<file path="src/rtl/zx_pkg.sv">
// Shared constants and types for the 48K machine's bus-side logic.
package zx_pkg;
   localparam int INT_PERIOD_48K = 69888;
   localparam int INT_LENGTH_48K = 32;
   localparam int ULA_SEL_BIT    = 0;
   localparam logic [7:0] INTA_VECTOR = 8'hFF;
   localparam int FE_BORDER_LSB  = 0;
   localparam int FE_MIC_BIT     = 3;
   localparam int FE_SPK_BIT     = 4;

   typedef struct packed {
      logic [2:0] border;
      logic       mic;
      logic       speaker;
   } fe_latch_t;

   // Port 0xFE read layout: bits 7 and 5 float high on the real machine.
   function automatic logic [7:0] ula_read_data(input logic ear, input logic [4:0] keys);
      return {1'b1, ear, 1'b1, keys};
   endfunction
endpackage

</file>
<file path="src/rtl/zx_int_gen.sv">
// Frame interrupt generator: free-running T-state counter with INT_n low at frame start.
module zx_int_gen #(
   parameter int INT_PERIOD = 69888,
   parameter int INT_LENGTH = 32
) (
   input  logic i_clock,
   input  logic i_reset,
   input  logic i_ce,
   output logic o_int_n
);
   localparam int CW = $clog2(INT_PERIOD);

   logic [CW-1:0] r_cnt;
   logic          r_int_n;

   always_ff @(posedge i_clock) begin
      if (i_reset) begin
         r_cnt   <= '0;
         r_int_n <= 1'b1;
      end else if (i_ce) begin
         r_int_n <= !(r_cnt < CW'(INT_LENGTH));
         r_cnt   <= (r_cnt == CW'(INT_PERIOD - 1)) ? '0 : r_cnt + CW'(1);
      end
   end

   assign o_int_n = r_int_n;
endmodule

</file>
<file path="src/rtl/z80_io_responder.sv">
// Z80 I/O responder: port 0xFE latch and keyboard read, INTA vector, frame interrupt.
module z80_io_responder
   import zx_pkg::*;
#(
   parameter int INT_PERIOD = INT_PERIOD_48K,
   parameter int INT_LENGTH = INT_LENGTH_48K
) (
   input  logic        i_clock,
   input  logic        i_reset,
   input  logic        i_ce,
   input  logic        i_iorq,
   input  logic        i_m1,
   input  logic        i_rd,
   input  logic        i_wr,
   input  logic [15:0] i_a,
   input  logic [7:0]  i_di,
   output logic [7:0]  o_do,
   output logic        o_do_en,
   output logic        o_int_n,
   output logic [7:0]  o_kb_row,
   input  logic [4:0]  i_keys,
   input  logic        i_ear,
   output logic [2:0]  o_border,
   output logic        o_mic,
   output logic        o_speaker
);
   logic       w_ula_sel, w_io_wr, w_io_rd, w_inta, w_wr_edge;
   logic       w_unused;
   logic       r_wr_prev, r_wr_pend;
   logic [4:0] r_wdata;
   fe_latch_t  r_fe;
   logic [7:0] r_do;
   logic       r_do_en;

   assign w_ula_sel = ~i_a[ULA_SEL_BIT];
   assign w_io_wr   = ~i_iorq & ~i_wr & i_m1;
   assign w_io_rd   = ~i_iorq & ~i_rd & i_m1;
   assign w_inta    = ~i_iorq & ~i_m1;
   assign w_wr_edge = w_io_wr & ~r_wr_prev & w_ula_sel;
   assign w_unused  = ^{i_a[7:1], i_di[7:5]};

   // r_wr_prev resets to "active" so a write already in flight at reset release is ignored.
   always_ff @(posedge i_clock) begin
      if (i_reset) begin
         r_wr_prev <= 1'b1;
         r_wr_pend <= 1'b0;
         r_wdata   <= '0;
         r_fe      <= '0;
         r_do      <= 8'hFF;
         r_do_en   <= 1'b0;
      end else begin
         r_wr_prev <= w_io_wr;
         r_wr_pend <= w_wr_edge;
         if (w_wr_edge)
            r_wdata <= i_di[4:0];
         if (r_wr_pend) begin
            r_fe.border  <= r_wdata[FE_BORDER_LSB +: 3];
            r_fe.mic     <= r_wdata[FE_MIC_BIT];
            r_fe.speaker <= r_wdata[FE_SPK_BIT];
         end
         if (w_inta) begin
            r_do    <= INTA_VECTOR;
            r_do_en <= 1'b1;
         end else if (w_io_rd && w_ula_sel) begin
            r_do    <= ula_read_data(i_ear, i_keys);
            r_do_en <= 1'b1;
         end else begin
            r_do    <= 8'hFF;
            r_do_en <= 1'b0;
         end
      end
   end

   zx_int_gen #(
      .INT_PERIOD (INT_PERIOD),
      .INT_LENGTH (INT_LENGTH)
   ) u_int_gen (
      .i_clock (i_clock),
      .i_reset (i_reset),
      .i_ce    (i_ce),
      .o_int_n (o_int_n)
   );

   assign o_do      = r_do;
   assign o_do_en   = r_do_en;
   assign o_kb_row  = i_a[15:8];
   assign o_border  = r_fe.border;
   assign o_mic     = r_fe.mic;
   assign o_speaker = r_fe.speaker;
endmodule

</file>
<file path="config.mk">
export PLATFORM = sky130hd
export DESIGN_NAME = z80_io_responder
export DESIGN_NICKNAME = d
export VERILOG_FILES = /design/src/rtl/zx_pkg.sv /design/src/rtl/zx_int_gen.sv /design/src/rtl/z80_io_responder.sv
export SDC_FILE = /design/constraint.sdc
export NUM_CORES = 1
export LEC_CHECK = 0
export BUFFER_PORTS_ARGS = -buffer_cell sky130_fd_sc_hd__buf_2
export CAP_MARGIN = 20
export CELL_PAD_IN_SITES_DETAIL_PLACEMENT = 1
export CELL_PAD_IN_SITES_GLOBAL_PLACEMENT = 1
export CORE_MARGIN = 4
export CORE_UTILIZATION = 31
export CTS_CLUSTER_SIZE = 8
export DETAILED_ROUTE_END_ITERATION = 8
export PLACE_DENSITY = 0.7
export SETUP_SLACK_MARGIN = 0.15
export SLEW_MARGIN = 10
export SYNTH_ARGS = -nofsm -noshare
export SYNTH_HDL_FRONTEND = slang
export SYNTH_SLANG_ARGS = --single-unit
</file>
<file path="constraint.sdc">
create_clock -name i_clock -period 1.5 [get_ports i_clock]
set_input_delay 0.075 -clock i_clock [delete_from_list [all_inputs] [get_ports i_clock]]
set_output_delay 0.075 -clock i_clock [all_outputs]
set_load 0.02 [all_outputs]
</file>
# Word level (Yosys, flattened, before mapping)
# Index checks and enable logic that the tools add are counted.
[word_totals] ff_bits=39 out_inout_bits=23
[classes] n_eq_ne=1 reduce_logical=4 addsub=1 n_lt_le_gt_ge=1 bitwise_logic=14 muxes=3
[op_table] op="adder 17 x 1 -> 17 bit, second input constant" count=1
[op_table] op="equality test 17 bit, second input constant" count=1
[op_table] op="< comparator 17 x 6 -> 1 bit, second input constant" count=1
[op_table] op="2-to-1 mux 17 bit" count=1
[op_table] op="AND 1 bit" count=7
[op_table] op="inverter 1 bit" count=7
[op_table] op="OR reduction 3 bit" count=1
[op_table] op="2-to-1 mux 1 bit" count=2
[op_table] op="OR reduction 2 bit" count=1
[op_table] op="logical AND 1 bit" count=1
[op_table] op="zero test 1 bit" count=1

# Logic depth before layout (Yosys ltp)
# Gate-level depths: netlist of the first run.
[depth] depth_word=6 mapped_depth=5 ltp_nobuf=5

# Cells and area by module
# From an unflattened synthesis of the first run, not the netlist that was laid out.
[unflattened] hier_cells=164 hier_area_um2=1592.8
[by_module_without_submodules] mod="zx_int_gen" area_each_um2=839.6 cells_per_inst=92 n_inst=1 seq_area_each_um2=360.3
[by_module_without_submodules] mod="z80_io_responder" area_each_um2=753.2 cells_per_inst=72 n_inst=1 seq_area_each_um2=380.4

# Least setup slack after synthesis of the first run
# OpenSTA, ideal clock, no wires.
[synth_timing] path_kind="flip-flop to flip-flop" from="register u_int_gen.r_cnt[13]" to="register u_int_gen.r_cnt[8]" required_ns=1.385 setup_ns=0.115 path_slack_ns=-0.151 stages_incl_launch_ff=6 arrival_ns=1.536 cell_sequence="dfxtp_1 > or4_4 > nor4_2 > a41o_2 > buf_6 > nor2_1"
[synth_between] elab_chain_len=2
[synth_lines] element="from (decl)" line_no="zx_int_gen.sv:13" rtl="logic [CW-1:0] r_cnt;"
[synth_lines] element="from (signal assigned)" line_no="zx_int_gen.sv:22" rtl="r_cnt <= (r_cnt == CW'(INT_PERIOD - 1)) ? '0 : r_cnt + CW'(1);"
[synth_lines] element="equality test 17 bit" line_no="zx_int_gen.sv:22"
[synth_lines] element="2-to-1 mux 17 bit" line_no="zx_int_gen.sv:22"
# Every way passes these cells.
# A chain may end at the register's enable or synchronous reset.

# Worst setup path in the final report of the first run
[layout_timing] from="register u_int_gen.r_cnt[11]" to="register u_int_gen.r_cnt[9]"
# The elaborated chain is that of the path after synthesis.

==> results of run 1 <==
-- sequential cells by signal, summed over array words and instances (netlist names) --
name,cells
o_do_en,1
u_int_gen.r_cnt,17
o_speaker,1
o_do,6
u_int_gen.o_int_n,1
o_mic,1
o_border,3
r_wr_prev,1
r_wr_pend,1
r_wdata,5
-- cells in the mapped netlist, drive strengths merged (2+ instances only) --
cell type   n
dfxtp      37
nor2       29
buf        13
xnor2      11
mux2i      10
nor4       10
nand2b      8
nand4       7
nand2       6
nand3       4
nor3        4
or3         3
xor2        3
and3        2
clkbuf      2
inv         2
or2         2
or3b        2
-- cell usage in the layout, fill, tap and decap left out, types with 2 or more instances in the layout --
cell type,count
nor3_1,3
nand2b_1,8
inv_1,2
or3b_2,2
nor4_1,8
clkbuf_8,5
mux2i_1,10
xor2_1,3
buf_2,31
xnor2_1,11
nand3_1,3
nand2_1,5
clkinv_2,2
dfxtp_1,33
conb_1,2
dfxtp_2,4
or3_4,2
nand4_1,7
buf_4,22
or2_2,2
a41o_2,2
nor2_1,29
dlygate4sd3_1,6
-- area by class of cell --
| type | instances | area (sq um) | area share (%) |
|---|---|---|---|
| inverter | 2 | 7.51 | 0.362 |
| sequential | 37 | 746 | 36.0 |
| timing repair buffer | 59 | 380 | 18.4 |
| multi-input combinational | 114 | 772 | 37.3 |
| clock inverter | 2 | 10.0 | 0.483 |
| clock buffer | 6 | 72.6 | 3.50 |
| tap | 67 | 83.8 | 4.05 |
-- worst max-delay path, cell delays in order (launching register included) --
cell and delay [ps]:
dfxtp_2 320, or4_4 550, nor4_4 210, a41o_2 340, nor2_1 60
-- worst min path at each step --
| stage | start | depth (start not counted) | end | slack [ps] |
|---|---|---|---|---|
| after floorplan | i_keys[0] | 1 | o_do[0] | 180 |
| after global placement | i_a[12] | 0 | o_kb_row[4] | 150 |
| after detailed placement | i_a[12] | 0 | o_kb_row[4] | 150 |
| after CTS | i_m1 | 2 | r_wr_prev | 8 |
| after global routing | i_m1 | 2 | r_wr_prev | 20 |
| final | i_m1 | 2 | r_wr_prev | 10 |
-- report_power, final --
group,internal [mW],switching [mW],leakage (nW)
clock network,0.322,0.342,0.0450
registers,0.996,0.0105,0.301
logic,0.0562,0.0556,0.444
total,1.37,0.408,0.791
-- layer usage --
layer | global-route usage [%] | part of all wire (%)
met5 | 0 | 0
met3 | 4.99 | 8.0
met2 | 21.1 | 45
met1 | 16.1 | 45
met4 | 5.67 | 2.0
-- what timing repair did --
item	4_1_cts	5_1_grt
gates resized for setup	3	2
hold endpoints to repair	6	0
pin swaps	2	1
endpoints found under the setup margin	14	16
hold buffers	6	0
gates cloned	1	0
-- logic make-up after synthesis --
| logic type | share of synthesized area [%] |
|---|---|
| AO/OA/AOI/OAI | 3.20 |
| flip-flops | 47.4 |
| AND/OR/NAND/NOR | 27.1 |
| multiplexers | 6.41 |
| XOR/XNOR | 7.85 |
| adder cells (fa/ha/maj) | 0.801 |
| other | 0.240 |
| buffers and inverters | 7.05 |
-- per-stage QoR --
step,area (sq um),utilization [%],instances,setup slack [ps]
2_1_floorplan,1590,-,167,-8.90
3_3_place_gp,1900,39.4,272,-71.3
3_5_place_dp,1900,39.4,272,-112
4_1_cts,2060,42.8,287,-82.5
5_1_grt,2070,43.0,287,-149
6_report,2070,43.0,287,-88.3
==> out/results.ini, run 1 <==
[die]
dieHeight_um = 79
initial_core_util_pct = 32.4
fp.dieW_um = 79
rows = 25
io-pin-count = 60
core_area_sq_um = 4820
die_area_sq_um = 6240

[sta]
setup_viol = 14
fin_crit_sh_pct = 106
tns_ps = -962
skew_ps = 3.69
rsz0062_at_grt = yes
fmax_ghz = 0.630
worst_slack_ps = -88.3
period_minus_slack_ps = 1590
slew_viol_final = 0
hold_ws_ps = 9.65
hold_viol = 0

[global_route]
grt_max_degree = 25
grt_pass1_vias = 1282
antenna_found_initial = 0
globalRoute.totalOverflow = 0
grt_pass1_wl_um = 6350
track_usage_pct = 13.3

[worst_setup_path]
reg2reg_slack_ps = -90
worst-path-max-fanout = 6
crit_end = u_int_gen.r_cnt[9]
crit_type = flop to flop
ff2ff_path_depth = 4
rr_startpoint = u_int_gen.r_cnt[11]
crit_arrival_ps = 1770
endpoint_kind = flop
cp.required_ps = 1680
reg2reg_to = u_int_gen.r_cnt[9]
startpoint_type = flop
crit_start = u_int_gen.r_cnt[11]

[logic_synthesis]
synth_ff_type = dfxtp_1
syn-cell-area_sq_um = 1560
syn_area_per_cell_sq_um = 9.41
yosys_register_bits = 37
yosys_warnings = 0
ys_top_cells_by_area = dfxtp_1 (47%), nor2_1 (7.0%), mux2i_1 (6.4%)
synth_top_area_share_pct = 47.4
synth_edf_count = 0
syn_inst = 166
yosysSeqAreaShare_pct = 47.4
synth_top_area_cell = dfxtp_1
yosysUniqueCellTypes = 35
async_flop_share_pct = 0

[pwr]
ir_drop_uv = 346
power.density_nw_per_um2 = 860
leakagePower_nw = 0.791
power_mw = 1.78

[clock_tree]
numCtsBuffers = 5
clk_path_buf_depth = 2
insertion_delay_ps = 290
clk_pin_slew_worst_paths_ps = 70
cts_root_buffer = clkbuf_8
cts_setup_buffers = 0
htree_num_levels = 2
cts.sinks = 37
cts_tree = yes

[final_layout]
num-fill-cells = 606
drive_gt1_share_pct = 36.8
fin_nets = 257
syn2layout_area_growth_pct = 32.6
diodes = 0

[hold_path]
holdCritPathClass = input port to flop

[place]
dp_hpwl_um = 2600
port_buffers = 31
gp_congestion = 0.710

[outcome]
status = finished, violations left
failed_checks = setup timing

[routing]
dr.pass1.iters = 4
vias_per_cell = 4.66
drc = 0
ant_nets = 0
vias = 1336
wl_per_cell_um = 13.2
drt_iter0_markers = 36
drt_wl_total_um = 3790

[flow_run]
maxCapViolCount = 0

Power figures use the tool's default switching activity.
==> run 2: changes to the inputs <==
--- a/config.mk
+++ b/config.mk
@@ -13,7 +13,7 @@
 export CORE_UTILIZATION = 31
 export CTS_CLUSTER_SIZE = 8
 export DETAILED_ROUTE_END_ITERATION = 8
-export PLACE_DENSITY = 0.7
+export PLACE_DENSITY_LB_ADDON = 0.1
 export SETUP_SLACK_MARGIN = 0.15
 export SLEW_MARGIN = 10
 export SYNTH_ARGS = -nofsm -noshare
==> constraint.sdc (replaced) <==
create_clock -name i_clock -period 1.5 [get_ports i_clock]
set_input_delay 0.375 -clock i_clock [delete_from_list [all_inputs] [get_ports i_clock]]
set_output_delay 0.375 -clock i_clock [all_outputs]
set_load 0.02 [all_outputs]
==> run 2 against run 1 <==
Effect of this change: the flow still finishes with violations (setup timing); register-to-register slack better by 30 ps; core utilization is 0.31 points lower; combinational power hardly changed; wire length is 3.2% higher; count of clock-buffer cells in the layout stayed put; critical path depth stayed put; first-iteration DRC count is 39% higher; setup slack better by 25 ps; sequential share of layout area is 0.26 points higher; cell count stayed put; maximum frequency is 1.6% higher; largest cell class unchanged.
==> out/results.ini, run 2 (synthesized netlist as in run 1, its figures left out) <==
[outcome]
status = finished, violations left
failed_checks = setup timing

[sta]
slew_viol_final = 0
tns_ps = -631
worst_slack_ps = -62.8
fin_crit_sh_pct = 104
skew_ps = 4.33
hold_viol = 0
period_minus_slack_ps = 1560
hold_ws_ps = 266
fmax_ghz = 0.640
setup_viol = 13
rsz0062_at_grt = yes

[final_layout]
mostFrequentLayoutCell = dfxtp_1
multiInputGateArea_sq_um = 772
num-fill-cells = 594
drive_gt1_share_pct = 38.6
largest_register = u_int_gen.r_cnt
diodes = 0
final_cells = 287
area.sequential_sq_um = 746
largest_reg_flops = 17
final_area_sq_um = 2060
post-route-util_pct = 42.7
fin_nets = 257
most-common-layout-cells = dfxtp_1 (33), buf_2 (31), nor2_1 (29)
syn2layout_area_growth_pct = 31.6

[worst_setup_path]
crit_type = flop to flop
startpoint_type = flop
crit_arrival_ps = 1740
worst-path-max-fanout = 6
crit_path_max_incr_delay_ps = 550
worstPathCellList = or4_4, nor4_4, a41o_2, nor2_1
critical_path_buf_inv_count = 0
cp_slowest_cell = or4_4
endpoint_kind = flop
crit_family = simple AND/OR/NAND/NOR gates
cp.required_ps = 1680

[routing]
ant_nets = 0
wl_per_cell_um = 13.6
drt_iter0_markers = 50
drc = 0
met3_length_um = 222
dr.pass1.iters = 4
drt_wl_total_um = 3910
wl_met2_um = 2010
vias = 1354
dr.max_layer_used = met4
vias_per_cell = 4.72
met1_length_um = 1600

[die]
initial_core_util_pct = 32.4
dieHeight_um = 79
fp.dieW_um = 79
rows = 25
die_area_sq_um = 6240
core_area_sq_um = 4820
io-pin-count = 60

[global_route]
globalRoute.totalOverflow = 0
grt_max_degree = 15
antenna_found_initial = 0
grt_pass1_wl_um = 6670
track_usage_pct = 13.6
grt_pass1_vias = 1476

[clock_tree]
cts.sinks = 37
cts_setup_buffers = 0
clk_path_buf_depth = 2
insertion_delay_ps = 290
cts_tree = yes
htree_num_levels = 2
numCtsBuffers = 5
cts_root_buffer = clkbuf_8
clk_pin_slew_worst_paths_ps = 70

[hold_path]
holdCritPathClass = input port to flop

[pwr]
ir_drop_uv = 340
power.density_nw_per_um2 = 868
power_mw = 1.79
leakagePower_nw = 0.795

[place]
pre_cts_slack_ps = -149
dp.cells = 278
dp_hpwl_um = 2960
placed_area_sq_um = 1950
gp_congestion = 0.786
port_buffers = 31

[flow_run]
maxCapViolCount = 0

[run 2: cell type report]
| class | count | area share [%] |
|---|---|---|
| multi-input combinational | 114 | 37.5 |
| sequential | 37 | 36.3 |
| timing repair buffer | 59 | 17.8 |
| tap | 67 | 4.08 |
| clock buffer | 6 | 3.53 |
| clock inverter | 2 | 0.487 |
| inverter | 2 | 0.365 |
[run 2: where the power goes]
group	internal, mW	leakage [nW]	switching [mW]	total, mW
clock	0.322	0.0450	0.344	0.665
combinational	0.0560	0.449	0.0588	0.115
sequential	0.996	0.301	0.00922	1.01
total	1.37	0.795	0.412	1.79
[run 2: worst paths after layout]
kind         cells after the start                  end                start  slack, ps
max                              4  u_int_gen.r_cnt[10]  u_int_gen.r_cnt[11]        -60
min                              2              o_do[0]            i_keys[0]        270
max reg2reg                      4  u_int_gen.r_cnt[10]  u_int_gen.r_cnt[11]        -60
min reg2reg                      2          o_border[0]          o_border[0]        490
[run 2: timing repair]
item,4_1_cts,5_1_grt
gates resized for setup,2,1
pin swaps,4,3
gates cloned,1,0
endpoints found under the setup margin,14,15
hold buffers,0,0
[run 2: per-layer routing]
| layer | track usage, % | vias up |
|---|---|---|
| met5 | 0 | - |
| met4 | 6.36 | 0 |
| met3 | 4.42 | 8 |
| met2 | 24.6 | 31 |
| met1 | 14.3 | 649 |
| li1 | - | 666 |
